**src/rtl/mcif_write_eg_pkg.sv**
```systemverilog
// Shared definitions for the MCIF write-egress ack tracker.
// Command payload layout is {require_ack, cid}.
package mcif_write_eg_pkg;

    // The cid field is at least one bit wide, even when there is only one client.
    function automatic int cid_width(input int num_clients);
        return (num_clients <= 1) ? 1 : $clog2(num_clients);
    endfunction

    // The require_ack flag sits directly above the cid field.
    function automatic int ack_bit(input int num_clients);
        return cid_width(num_clients);
    endfunction

    localparam int CID_LSB = 0;

endpackage

```
**src/rtl/mcif_write_eg_ack_tracker_if.sv**
```systemverilog
// Bus bundle for the ack tracker: IG command events, AXI B channel,
// per-client completion pulses, full flags and the protocol-error flag.
// valid/ready: a transfer happens on a rising clock edge where valid and ready
// are both 1; valid and payload stay stable while valid=1 and ready=0.
interface mcif_write_eg_ack_tracker_if #(
    parameter int NUM_CLIENTS = 5,
    parameter int ID_W        = 8
) ();
    import mcif_write_eg_pkg::*;

    localparam int CID_W = cid_width(NUM_CLIENTS);

    logic                   ig2eg_cmd_valid;
    logic                   ig2eg_cmd_ready;
    logic [CID_W:0]         ig2eg_cmd_pd;
    logic                   noc2mcif_axi_b_bvalid;
    logic                   mcif2noc_axi_b_bready;
    logic [ID_W-1:0]        noc2mcif_axi_b_bid;
    logic [NUM_CLIENTS-1:0] mcif2client_wr_rsp_complete;
    logic [NUM_CLIENTS-1:0] eg2ig_os_full;
    logic                   eg_err_unexpected_b;

    // Driver side: IG arbiter, NOC and clients.
    modport master (
        output ig2eg_cmd_valid, ig2eg_cmd_pd, noc2mcif_axi_b_bvalid, noc2mcif_axi_b_bid,
        input  ig2eg_cmd_ready, mcif2noc_axi_b_bready, mcif2client_wr_rsp_complete,
               eg2ig_os_full, eg_err_unexpected_b
    );

    // Tracker side.
    modport slave (
        input  ig2eg_cmd_valid, ig2eg_cmd_pd, noc2mcif_axi_b_bvalid, noc2mcif_axi_b_bid,
        output ig2eg_cmd_ready, mcif2noc_axi_b_bready, mcif2client_wr_rsp_complete,
               eg2ig_os_full, eg_err_unexpected_b
    );

endinterface

```
**src/rtl/mcif_write_eg_ackq.sv**
```systemverilog
// One-bit-wide flop FIFO holding require_ack flags of outstanding writes
// for a single client. Push and pop in the same cycle are legal; the caller
// never pushes when full nor pops when empty.
module mcif_write_eg_ackq #(
    parameter  int DEPTH = 8,
    localparam int CNT_W = $clog2(DEPTH + 1),
    localparam int PTR_W = $clog2(DEPTH)
) (
    input  logic             nvdla_core_clk,
    input  logic             nvdla_core_rstn,
    input  logic             push,
    input  logic             push_data,
    input  logic             pop,
    output logic             head,
    output logic [CNT_W-1:0] count,
    output logic             full,
    output logic             empty
);

    logic [DEPTH-1:0] mem;
    logic [PTR_W-1:0] wr_ptr;
    logic [PTR_W-1:0] rd_ptr;
    logic [CNT_W-1:0] count_nxt;

    // Occupancy after this cycle's push/pop.
    always_comb begin
        count_nxt = count;
        case ({push, pop})
            2'b10:   count_nxt = count + CNT_W'(1);
            2'b01:   count_nxt = count - CNT_W'(1);
            default: count_nxt = count;
        endcase
    end

    // Storage, pointers (wrap naturally since DEPTH is a power of 2) and count.
    always_ff @(posedge nvdla_core_clk or negedge nvdla_core_rstn) begin
        if (!nvdla_core_rstn) begin
            mem    <= '0;
            wr_ptr <= '0;
            rd_ptr <= '0;
            count  <= '0;
        end else begin
            if (push) begin
                mem[wr_ptr] <= push_data;
                wr_ptr      <= wr_ptr + PTR_W'(1);
            end
            if (pop) begin
                rd_ptr <= rd_ptr + PTR_W'(1);
            end
            count <= count_nxt;
        end
    end

    // The head is read before this cycle's write lands, so a same-cycle
    // push never shows up as the popped entry.
    assign head  = mem[rd_ptr];
    assign full  = (count == CNT_W'(DEPTH));
    assign empty = (count == '0);

endmodule

```
**src/rtl/mcif_write_eg_ack_tracker.sv**
```systemverilog
// Write-egress ack tracker: one ack queue per client, filled by IG command
// events and retired in order by AXI B responses. Retiring an entry whose
// require_ack=1 produces a one-cycle completion pulse for that client.
// Optional checker: define MCIF_WRITE_EG_BID_CHECK_EN to flag B responses
// that hit an empty queue or an out-of-range client (sticky until reset).
module mcif_write_eg_ack_tracker #(
    parameter int NUM_CLIENTS = 5,
    parameter int OS_DEPTH    = 8,
    parameter int ID_W        = 8
) (
    input logic                   nvdla_core_clk,
    input logic                   nvdla_core_rstn,
    mcif_write_eg_ack_tracker_if.slave bus
);
    import mcif_write_eg_pkg::*;

    localparam int CID_W   = cid_width(NUM_CLIENTS);
    localparam int ACK_BIT = ack_bit(NUM_CLIENTS);
    localparam int CNT_W   = $clog2(OS_DEPTH + 1);

    logic [CID_W-1:0]                  cmd_cid;
    logic                              cmd_ack;
    logic [CID_W-1:0]                  b_cid;
    logic [NUM_CLIENTS-1:0]            cmd_sel;
    logic [NUM_CLIENTS-1:0]            b_sel;
    logic [NUM_CLIENTS-1:0]            q_push;
    logic [NUM_CLIENTS-1:0]            q_pop;
    logic [NUM_CLIENTS-1:0]            q_head;
    logic [NUM_CLIENTS-1:0]            q_full;
    logic [NUM_CLIENTS-1:0]            q_empty;
    logic [NUM_CLIENTS-1:0][CNT_W-1:0] q_count;
    logic [NUM_CLIENTS-1:0]            complete;
    logic                              unused_count;

    assign cmd_cid = bus.ig2eg_cmd_pd[CID_LSB +: CID_W];
    assign cmd_ack = bus.ig2eg_cmd_pd[ACK_BIT];
    assign b_cid   = bus.noc2mcif_axi_b_bid[CID_W-1:0];

    genvar c;
    generate
        for (c = 0; c < NUM_CLIENTS; c++) begin : g_q
            // An out-of-range cid matches no client, so it is never accepted.
            assign cmd_sel[c] = (cmd_cid == CID_W'(c));
            assign b_sel[c]   = (b_cid == CID_W'(c));

            mcif_write_eg_ackq #(.DEPTH(OS_DEPTH)) u_q (
                .nvdla_core_clk  (nvdla_core_clk),
                .nvdla_core_rstn (nvdla_core_rstn),
                .push            (q_push[c]),
                .push_data       (cmd_ack),
                .pop             (q_pop[c]),
                .head            (q_head[c]),
                .count           (q_count[c]),
                .full            (q_full[c]),
                .empty           (q_empty[c])
            );
        end
        if (ID_W > CID_W) begin : g_bid_hi
            logic unused_bid_hi;
            assign unused_bid_hi = ^bus.noc2mcif_axi_b_bid[ID_W-1:CID_W];
        end
    endgenerate

    assign unused_count = ^q_count;

    // Full is already a registered view (derived from the count flops), so a
    // full client refuses even when it is being popped this cycle.
    assign bus.ig2eg_cmd_ready       = |(cmd_sel & ~q_full);
    assign q_push                    = {NUM_CLIENTS{bus.ig2eg_cmd_valid}} & cmd_sel & ~q_full;
    assign q_pop                     = {NUM_CLIENTS{bus.noc2mcif_axi_b_bvalid}} & b_sel & ~q_empty;
    assign bus.mcif2noc_axi_b_bready = 1'b1;
    assign bus.eg2ig_os_full         = q_full;
    assign bus.mcif2client_wr_rsp_complete = complete;

    // Completion pulse one cycle after the B that retires an ack-requesting entry.
    always_ff @(posedge nvdla_core_clk or negedge nvdla_core_rstn) begin
        if (!nvdla_core_rstn) begin
            complete <= '0;
        end else begin
            complete <= q_pop & q_head;
        end
    end

`ifdef MCIF_WRITE_EG_BID_CHECK_EN
    logic err;

    // Sticky flag for a B that retired nothing (empty queue or bad client).
    always_ff @(posedge nvdla_core_clk or negedge nvdla_core_rstn) begin
        if (!nvdla_core_rstn) begin
            err <= 1'b0;
        end else if (bus.noc2mcif_axi_b_bvalid && (q_pop == '0)) begin
            err <= 1'b1;
        end
    end

    assign bus.eg_err_unexpected_b = err;
`else
    assign bus.eg_err_unexpected_b = 1'b0;
`endif

    // IG must only issue commands for existing clients.
    a_cid_in_range: assert property (@(posedge nvdla_core_clk) disable iff (!nvdla_core_rstn)
        bus.ig2eg_cmd_valid |-> (cmd_sel != '0));

endmodule

```
**src/flat_wrapper.sv**
```systemverilog
// flat-port wrapper written by rule: the top's interface ports become plain ports
module mcif_write_eg_ack_tracker_flat import mcif_write_eg_pkg::*;
#(
    parameter int NUM_CLIENTS = 5,
    parameter int OS_DEPTH    = 8,
    parameter int ID_W        = 8
)
  (nvdla_core_clk, nvdla_core_rstn, bus_ig2eg_cmd_valid, bus_ig2eg_cmd_pd, bus_noc2mcif_axi_b_bvalid, bus_noc2mcif_axi_b_bid, bus_ig2eg_cmd_ready, bus_mcif2noc_axi_b_bready, bus_mcif2client_wr_rsp_complete, bus_eg2ig_os_full, bus_eg_err_unexpected_b);
  mcif_write_eg_ack_tracker_if #(.NUM_CLIENTS(NUM_CLIENTS), .ID_W(ID_W)) bus_i ();
  input logic nvdla_core_clk;
  input logic nvdla_core_rstn;
  input wire logic [$bits(bus_i.ig2eg_cmd_valid)-1:0] bus_ig2eg_cmd_valid;
  input wire logic [$bits(bus_i.ig2eg_cmd_pd)-1:0] bus_ig2eg_cmd_pd;
  input wire logic [$bits(bus_i.noc2mcif_axi_b_bvalid)-1:0] bus_noc2mcif_axi_b_bvalid;
  input wire logic [$bits(bus_i.noc2mcif_axi_b_bid)-1:0] bus_noc2mcif_axi_b_bid;
  output wire logic [$bits(bus_i.ig2eg_cmd_ready)-1:0] bus_ig2eg_cmd_ready;
  output wire logic [$bits(bus_i.mcif2noc_axi_b_bready)-1:0] bus_mcif2noc_axi_b_bready;
  output wire logic [$bits(bus_i.mcif2client_wr_rsp_complete)-1:0] bus_mcif2client_wr_rsp_complete;
  output wire logic [$bits(bus_i.eg2ig_os_full)-1:0] bus_eg2ig_os_full;
  output wire logic [$bits(bus_i.eg_err_unexpected_b)-1:0] bus_eg_err_unexpected_b;
  assign bus_i.ig2eg_cmd_valid = bus_ig2eg_cmd_valid;
  assign bus_i.ig2eg_cmd_pd = bus_ig2eg_cmd_pd;
  assign bus_i.noc2mcif_axi_b_bvalid = bus_noc2mcif_axi_b_bvalid;
  assign bus_i.noc2mcif_axi_b_bid = bus_noc2mcif_axi_b_bid;
  assign bus_ig2eg_cmd_ready = bus_i.ig2eg_cmd_ready;
  assign bus_mcif2noc_axi_b_bready = bus_i.mcif2noc_axi_b_bready;
  assign bus_mcif2client_wr_rsp_complete = bus_i.mcif2client_wr_rsp_complete;
  assign bus_eg2ig_os_full = bus_i.eg2ig_os_full;
  assign bus_eg_err_unexpected_b = bus_i.eg_err_unexpected_b;
  mcif_write_eg_ack_tracker #(.NUM_CLIENTS(NUM_CLIENTS), .OS_DEPTH(OS_DEPTH), .ID_W(ID_W)) u_core (.nvdla_core_clk(nvdla_core_clk), .nvdla_core_rstn(nvdla_core_rstn), .bus(bus_i));
endmodule
```
**config.mk**
```make
export PLATFORM = sky130hd
export DESIGN_NAME = mcif_write_eg_ack_tracker_flat
export DESIGN_NICKNAME = d
export VERILOG_FILES = /design/src/rtl/mcif_write_eg_pkg.sv /design/src/rtl/mcif_write_eg_ack_tracker_if.sv /design/src/rtl/mcif_write_eg_ackq.sv /design/src/rtl/mcif_write_eg_ack_tracker.sv /design/src/flat_wrapper.sv
export SDC_FILE = /design/constraint.sdc
export NUM_CORES = 1
export LEC_CHECK = 0
export ABC_AREA = 1
export ABC_CLOCK_PERIOD_IN_PS = 1830
export BUFFER_PORTS_ARGS = -buffer_cell sky130_fd_sc_hd__buf_2
export CORE_MARGIN = 2
export CORE_UTILIZATION = 56
export DETAILED_ROUTE_END_ITERATION = 16
export PLACE_DENSITY = 0.77
export SLEW_MARGIN = 25
export SYNTH_ARGS = -nofsm -noshare
export SYNTH_HDL_FRONTEND = slang
export SYNTH_SLANG_ARGS = --single-unit
```
**constraint.sdc**
```tcl
create_clock -name nvdla_core_clk -period 1.83 [get_ports nvdla_core_clk]
set_input_delay 0.2745 -clock nvdla_core_clk [delete_from_list [all_inputs] [get_ports nvdla_core_clk]]
set_output_delay 0.2745 -clock nvdla_core_clk [all_outputs]
set_load 0.05 [all_outputs]
```
=== Word-level counts from Yosys, hierarchy flattened ===
Index checks and enable logic that the tools add are counted.

* Bits in registers: 95
* Input port bits: 16
* Output and inout bits: 13
* Logic and storage cells: 135

* $add $sub $neg: 20
* Order comparisons: 15
* Equality and inequality tests: 23
* Muxes and demuxes: 30
* Bitwise logic cells: 8
* Reduce and logical (&&, ||, !) cells: 18

{| class="wikitable"
|+ Operators by type and width
! operator !! count
|-
| 8-bit bitwise mux || 5
|-
| 3-bit by 4-bit less-than comparator with 1-bit output, second input constant || 10
|-
| 4-bit one-hot mux with 2 select lines || 5
|-
| 3-bit by 1-bit adder with 3-bit output, second input constant || 10
|-
| 5-bit AND || 6
|-
| 4-bit by 1-bit adder with 4-bit output, second input constant || 5
|-
| 4-bit equality test, second input constant || 5
|-
| 4-bit zero test || 5
|-
| 4-bit by 1-bit subtractor with 4-bit output, second input constant || 5
|-
| 1-bit binary-select mux with 3-bit select || 5
|-
| 1-bit demux with 3-bit select || 5
|-
| 3-bit by 1-bit >= comparator with 1-bit output, second input constant || 5
|-
| 3-bit by 2-bit equality test with 1-bit output, second input constant || 4
|-
| 2-bit by 1-bit equality test with 1-bit output, second input constant || 5
|-
| 2-bit equality test, second input constant || 5
|-
| 1-bit two-way mux || 10
|-
| 5-bit NOT || 2
|-
| 2-bit nonzero test || 5
|-
| 3-bit by 1-bit equality test with 1-bit output, second input constant || 2
|-
| 3-bit equality test, second input constant || 2
|-
| 3-bit zero test || 2
|-
| 1-bit logical AND || 5
|-
| 5-bit OR reduction || 1
|}

=== Logic depth before layout (Yosys ltp) ===
* Word-level depth: 5
* Gate-level depth with buffers: 15
* Mapped depth without buffers: 14

=== Modules after synthesis ===
A second synthesis with hierarchy kept.

* Cells, all modules: 617
* Area, all modules: 5,059.9 sq um

{| class="wikitable"
|+ By module, submodules not included
! module !! instances !! cells an instance !! area each (sq um) !! seq. area each (sq um)
|-
| mcif_write_eg_ackq at u_core.g_q[0].u_q ... || 4 || 111 || 937.1 || 450.4
|-
| mcif_write_eg_ackq at u_core.g_q[4].u_q || 1 || 112 || 942.2 || 450.4
|-
| mcif_write_eg_ack_tracker || 1 || 61 || 369.1 || 125.1
|}

=== Worst setup path before layout ===
Ideal clock, no wire load.

* Path type: in2reg
* Start point: input bus_ig2eg_cmd_pd[1]
* End point: register u_core.g_q[0].u_q.count[2]
* Setup time: 0.129 ns
* Arrival: 1.948 ns
* Required time: 1.701 ns
* Slack: -0.247 ns
* Stages: 10
* Path buffers: 1
* Cell sequence: buf_6 nor4_4 nand2_1 ha_1 nor2_1 nor2_1 ha_1 a21oi_1 xor2_1 o21ai_0

* Cells in the longest elaborated chain, start to end: 5
* Elaborated cells on any way between the ends: 7
* Those cells by class: eq/ne (2); mux (1); bitwise (2); reduce/logical (2)

{| class="wikitable"
|+ RTL lines
! what !! line !! RTL
|-
| from (decl) || flat_wrapper.sv:13 || <nowiki>input wire logic [$bits(bus_i.ig2eg_cmd_pd)-1:0] bus_ig2eg_cmd_pd;</nowiki>
|-
| 3-bit zero test (*) || mcif_write_eg_ack_tracker.sv:43 || <nowiki>assign cmd_sel[c] = (cmd_cid == CID_W'(c));</nowiki>
|-
| 5-bit AND (*) (2 in series) || mcif_write_eg_ack_tracker.sv:69 || <nowiki>assign q_push = {NUM_CLIENTS{bus.ig2eg_cmd_valid}} & cmd_sel & ~q_full;</nowiki>
|-
| 2-bit by 1-bit equality test with 1-bit output or 2-bit equality test (tied branches) || mcif_write_eg_ackq.sv:28 || <nowiki>case ({push, pop})</nowiki>
|-
| 4-bit one-hot mux with 2 select lines or 2-bit nonzero test (tied branches) || - ||
|-
| to (signal assigned) || mcif_write_eg_ackq.sv:50 || <nowiki>count <= count_nxt;</nowiki>
|-
| to (decl) || mcif_write_eg_ackq.sv:15 || <nowiki>output logic [CNT_W-1:0] count,</nowiki>
|}

Every way passes the cells marked *; elsewhere a longest branch is shown, timed or not.
A chain may end at the register's enable or synchronous reset.

=== Final worst setup path ===
* Start point: register u_core.g_q[3].u_q.count[1]
* End point: output bus_ig2eg_cmd_ready

* Cells in the longest elaborated chain, start to end: 4

{| class="wikitable"
|+ RTL lines
! what !! line !! RTL
|-
| from (decl) || mcif_write_eg_ackq.sv:15 ||
|-
| from (signal assigned) || mcif_write_eg_ackq.sv:50 ||
|-
| 4-bit equality test || mcif_write_eg_ackq.sv:57 || <nowiki>assign full = (count == CNT_W'(DEPTH));</nowiki>
|-
| 5-bit NOT || mcif_write_eg_ack_tracker.sv:68 || <nowiki>assign bus.ig2eg_cmd_ready = |(cmd_sel & ~q_full);</nowiki>
|-
| 5-bit AND || mcif_write_eg_ack_tracker.sv:68 ||
|-
| 5-bit OR reduction || mcif_write_eg_ack_tracker.sv:68 ||
|-
| to (decl) || flat_wrapper.sv:16 || <nowiki>output wire logic [$bits(bus_i.ig2eg_cmd_ready)-1:0] bus_ig2eg_cmd_ready;</nowiki>
|}

No other way between the ends.

==> impl_summary.txt <==
----------------------------------------------------
[CTS]
  Clock Tree Buf Depth ... 2
  Clock-pin slew on the worst setup and hold paths ... 100 ps
  CTS sink count ... 95
  CTS Root Cell ... sky130_fd_sc_hd__clkbuf_8
  Num CTS Buffers ... 9
  CTS H-Tree Depth ... 3
  CTS tree ... yes
  Clock latency on the worst-skew pair ... 370 ps

[Global route]
  Global-route wire length before repair ... 20700 um
  Largest net degree at the start of global routing ... 96
  Total gr overflow ... 0
  Initial antenna violation count ... 0
  Vias in the first global route ... 4732
  Overall routing resource usage ... 0.247

[Place]
  Placed Cells ... 899
  Routability-driven placement congestion ratio ... 0.866
  Instance area at placement ... 6060 um2
  Pre-CTS setup slack ... -249 ps
  Half-perimeter wire length after placement ... 7920 um
  Port Buf Inserts ... 21

[Timing]
  Setup slack after layout ... -166 ps
  Maximum clock frequency ... 501 MHz
  Tightest Pin Transition ... 505 ps
  Final cycle utilization of the critical path ... 1.09
  Setup clock skew after layout ... 13.9 ps
  Total count of hold-check failures in the final report ... 0
  Final setup vio count ... 5
  Final Hold Slack ... 354 ps
  Time the worst path needs with I/O delays and setup ... 2000 ps
  Max-slew violation count ... 0
  Setup Total Neg Slack ... -402 ps
  Setup repair after global routing missed its margin ... yes
  Relative slew slack ... 0.663

[Finish]
  Fin nets ... 855
  Synthesis-to-layout area growth ... 28.2%
  Non-Filler Cell Area, Final ... 6950 um2
  Ant. Diodes ... 0
  Layout filler cell count ... 655
  Layout Utilization ... 0.745
  Number of non-filler instances in the completed layout ... 948
  Share of cells above drive strength 1 ... 0.278

[Power]
  Switching power share of the total ... 0.433
  Portion of total power attributed to combinational logic ... 0.464
  Part of the total power dissipated in the clock network ... 0.140
  Sequential cell fraction of total power ... 0.396
  Cell-internal power ... 5.43 mW
  Power spent charging and discharging nets ... 4.14 mW
  Total power of the final layout ... 9.56 mW
  Leakage power of the design ... 3.51 nW
  Worst vdd ir ... 0.767 mV
  Total power density per cell area ... 1380 nW/um2

[Logic synthesis]
  Ranking of synthesized cells by area ... sky130_fd_sc_hd__dfrtp_1 (44%), sky130_fd_sc_hd__nand2_1 (15%), sky130_fd_sc_hd__nor2_1 (6.4%), sky130_fd_sc_hd__ha_1 (5.8%), sky130_fd_sc_hd__nand3_1 (5.5%)
  Number of unique standard cell types used by synthesis ... 26
  Synth warnings ... 0
  Post-synthesis sequential area ratio ... 0.438
  Most common flop cell mapped by yosys ... sky130_fd_sc_hd__dfrtp_1
  Synthesized netlist cell count ... 712
  Number of flops mapped to enable cells by yosys ... 0
  Post-synthesis instance area ... 5420 um2
  Biggest area consumer among synthesized cells ... sky130_fd_sc_hd__dfrtp_1
  Synth cell count leaders ... sky130_fd_sc_hd__nand2_1 (216), sky130_fd_sc_hd__dfrtp_1 (95), sky130_fd_sc_hd__nor2_1 (93), sky130_fd_sc_hd__inv_1 (65), sky130_fd_sc_hd__nand3_1 (60)
  Average instance area after synthesis ... 7.61 um2
  Synth top area share ... 0.438
  Asr flop ratio synth ... 1.00
  Total of flip-flops plus latches after synthesis ... 95
  Total nets after synthesis ... 753
  Top-count cell post-synth ... sky130_fd_sc_hd__nand2_1

[Die]
  Horizontal die dimension ... 102 um
  Ports ... 29
  Std-Cell Rows ... 35
  Starting density of the core ... 0.581
  Total Die Area ... 10500 um2
  Placeable Area ... 9330 um2
  Vertical die dimension ... 102 um

[Drt]
  Total iterations of the first detailed-routing run ... 5
  Post-route DRC violation count ... 0
  Via count ... 4983
  DRT Wirelength ... 12900 um
  First DRT Iteration DRCs ... 241
  Routed length per placed instance ... 13.6 um
  Post-route ant nets ... 0
  Average via count per standard cell ... 5.26

[Worst setup path]
  Critical path capture point type ... output port
  Classification of the worst setup path ... flop to output port
  Startpoint type of the worst setup path ... flop
  Required time of the critical path ... 1560 ps
  Arrival @ worst endpoint ... 1720 ps
  Crit path max fanout ... 3

[Status]
  Failing checks ... negative setup slack
  Status ... complete, but fails checks

[Worst hold path]
  Class of the worst hold path ... input pin to flop

[Flow run]
  Number of violations of the max-capacitance limit ... 0

----------------------------------------------------
worst paths after layout:
check,slack (ps),startpoint,depth (start not counted),endpoint
min reg2reg,480,u_core.g_q[3].u_q.mem[1],2,u_core.g_q[3].u_q.mem[1]
max in group asynchronous,930,nvdla_core_rstn,3,u_core.g_q[4].u_q.count[3]
max,-170,u_core.g_q[3].u_q.count[1],8,bus_ig2eg_cmd_ready
min,350,bus_ig2eg_cmd_pd[3],3,u_core.g_q[4].u_q.mem[1]
min in group asynchronous,480,nvdla_core_rstn,3,u_core.g_q[2].u_q.count[1]
max reg2reg,-80,u_core.g_q[1].u_q.count[2],12,u_core.g_q[1].u_q.count[2]
state kept, by name, indices dropped and copies added (netlist names):
register and cells:
u_core.g_q.u_q.count 20, u_core.g_q.u_q.mem 40, u_core.bus.mcif2client_wr_rsp_complete 5, u_core.g_q.u_q.rd_ptr 15, u_core.g_q.u_q.wr_ptr 15
cell families (layout without fill, tap and decap cells):
group / after synthesis / after routing / share of synthesized area
flip-flops: 95 / 95 / 0.438
AO/OA/AOI/OAI: 67 / 67 / 0.0625
AND/OR/NAND/NOR: 407 / 407 / 0.319
buffers and inverters: 86 / 193 / 0.0722
XOR/XNOR: 30 / 30 / 0.0485
other: 2 / 2 / 0.00139
adder cells (fa/ha/maj): 25 / 25 / 0.0577
per-layer routing:
metal / part of all wire / global-route usage
met1: 0.43 / 0.317
met2: 0.52 / 0.430
met3: 0.034 / 0.0390
met4: 0.014 / 0.0800
met5: 0 / 0
cell type report:
type | count | area, um2 | area share
timing repair buffer | 110 | 892 | 0.128
inverter | 67 | 251 | 0.0362
clock buffer | 10 | 128 | 0.0184
clock inverter | 6 | 53.8 | 0.00774
sequential | 95 | 2380 | 0.342
tap | 129 | 161 | 0.0232
multi-input combinational | 531 | 3090 | 0.444
power groups by stage:
| stage | Combinational [mW] | Sequential, mW | Clock (mW) |
|---|---|---|---|
| 6_report | 4.44 | 3.79 | 1.34 |
| 5_1_grt | 4.98 | 3.91 | 1.44 |
| 4_1_cts | 3.83 | 3.72 | 1.35 |
| 3_5_place_dp | 3.44 | 3.71 | 0 |
| 3_3_place_gp | 3.26 | 3.68 | 0 |
| 2_1_floorplan | 2.52 | 3.61 | 0 |
layout by cell type, fill, tap and decap left out, drive strengths merged:
| cell | netlist | routed |
|---|---|---|
| nand3 | 60 | 60 |
| buf | 15 | 108 |
| dfrtp | 95 | 95 |
| a21oi | 18 | 18 |
| nor2 | 95 | 95 |
| nand4 | 25 | 25 |
| clkinvlp | 0 | 1 |
| nor3 | 6 | 6 |
| dlygate4sd3 | 0 | 1 |
| conb | 2 | 2 |
| nand2 | 218 | 218 |
| bufbuf | 0 | 1 |
| o31ai | 1 | 1 |
| xor2 | 12 | 12 |
| clkbuf | 4 | 10 |
| or2 | 1 | 1 |
| o21ai | 47 | 47 |
| ha | 25 | 25 |
| inv | 67 | 70 |
| nor4 | 2 | 2 |
| a31oi | 1 | 1 |
| xnor2 | 18 | 18 |
| clkinv | 0 | 2 |
worst max-delay path: stages, from the launching register on:
cell and delay [ps]:
sky130_fd_sc_hd__dfrtp_1 410, sky130_fd_sc_hd__nor2_2 190, sky130_fd_sc_hd__nand3_2 130, sky130_fd_sc_hd__buf_6 150, sky130_fd_sc_hd__nand4_1 60, sky130_fd_sc_hd__nand2_1 60, sky130_fd_sc_hd__nor2_2 110, sky130_fd_sc_hd__nand2_1 80
sky130_fd_sc_hd__buf_6 160
what timing repair did:
| action | CTS | global route |
|---|---|---|
| setup buffers | 15 | 15 |
| pin swaps | 23 | 50 |
| cloned | 2 | 0 |
| hold buffers | 1 | 0 |
| setup endpoints to repair | 7 | 18 |
| hold endpoints to repair | 95 | 0 |
| gates resized for setup | 40 | 88 |
(Power assumes the default switching activity.)
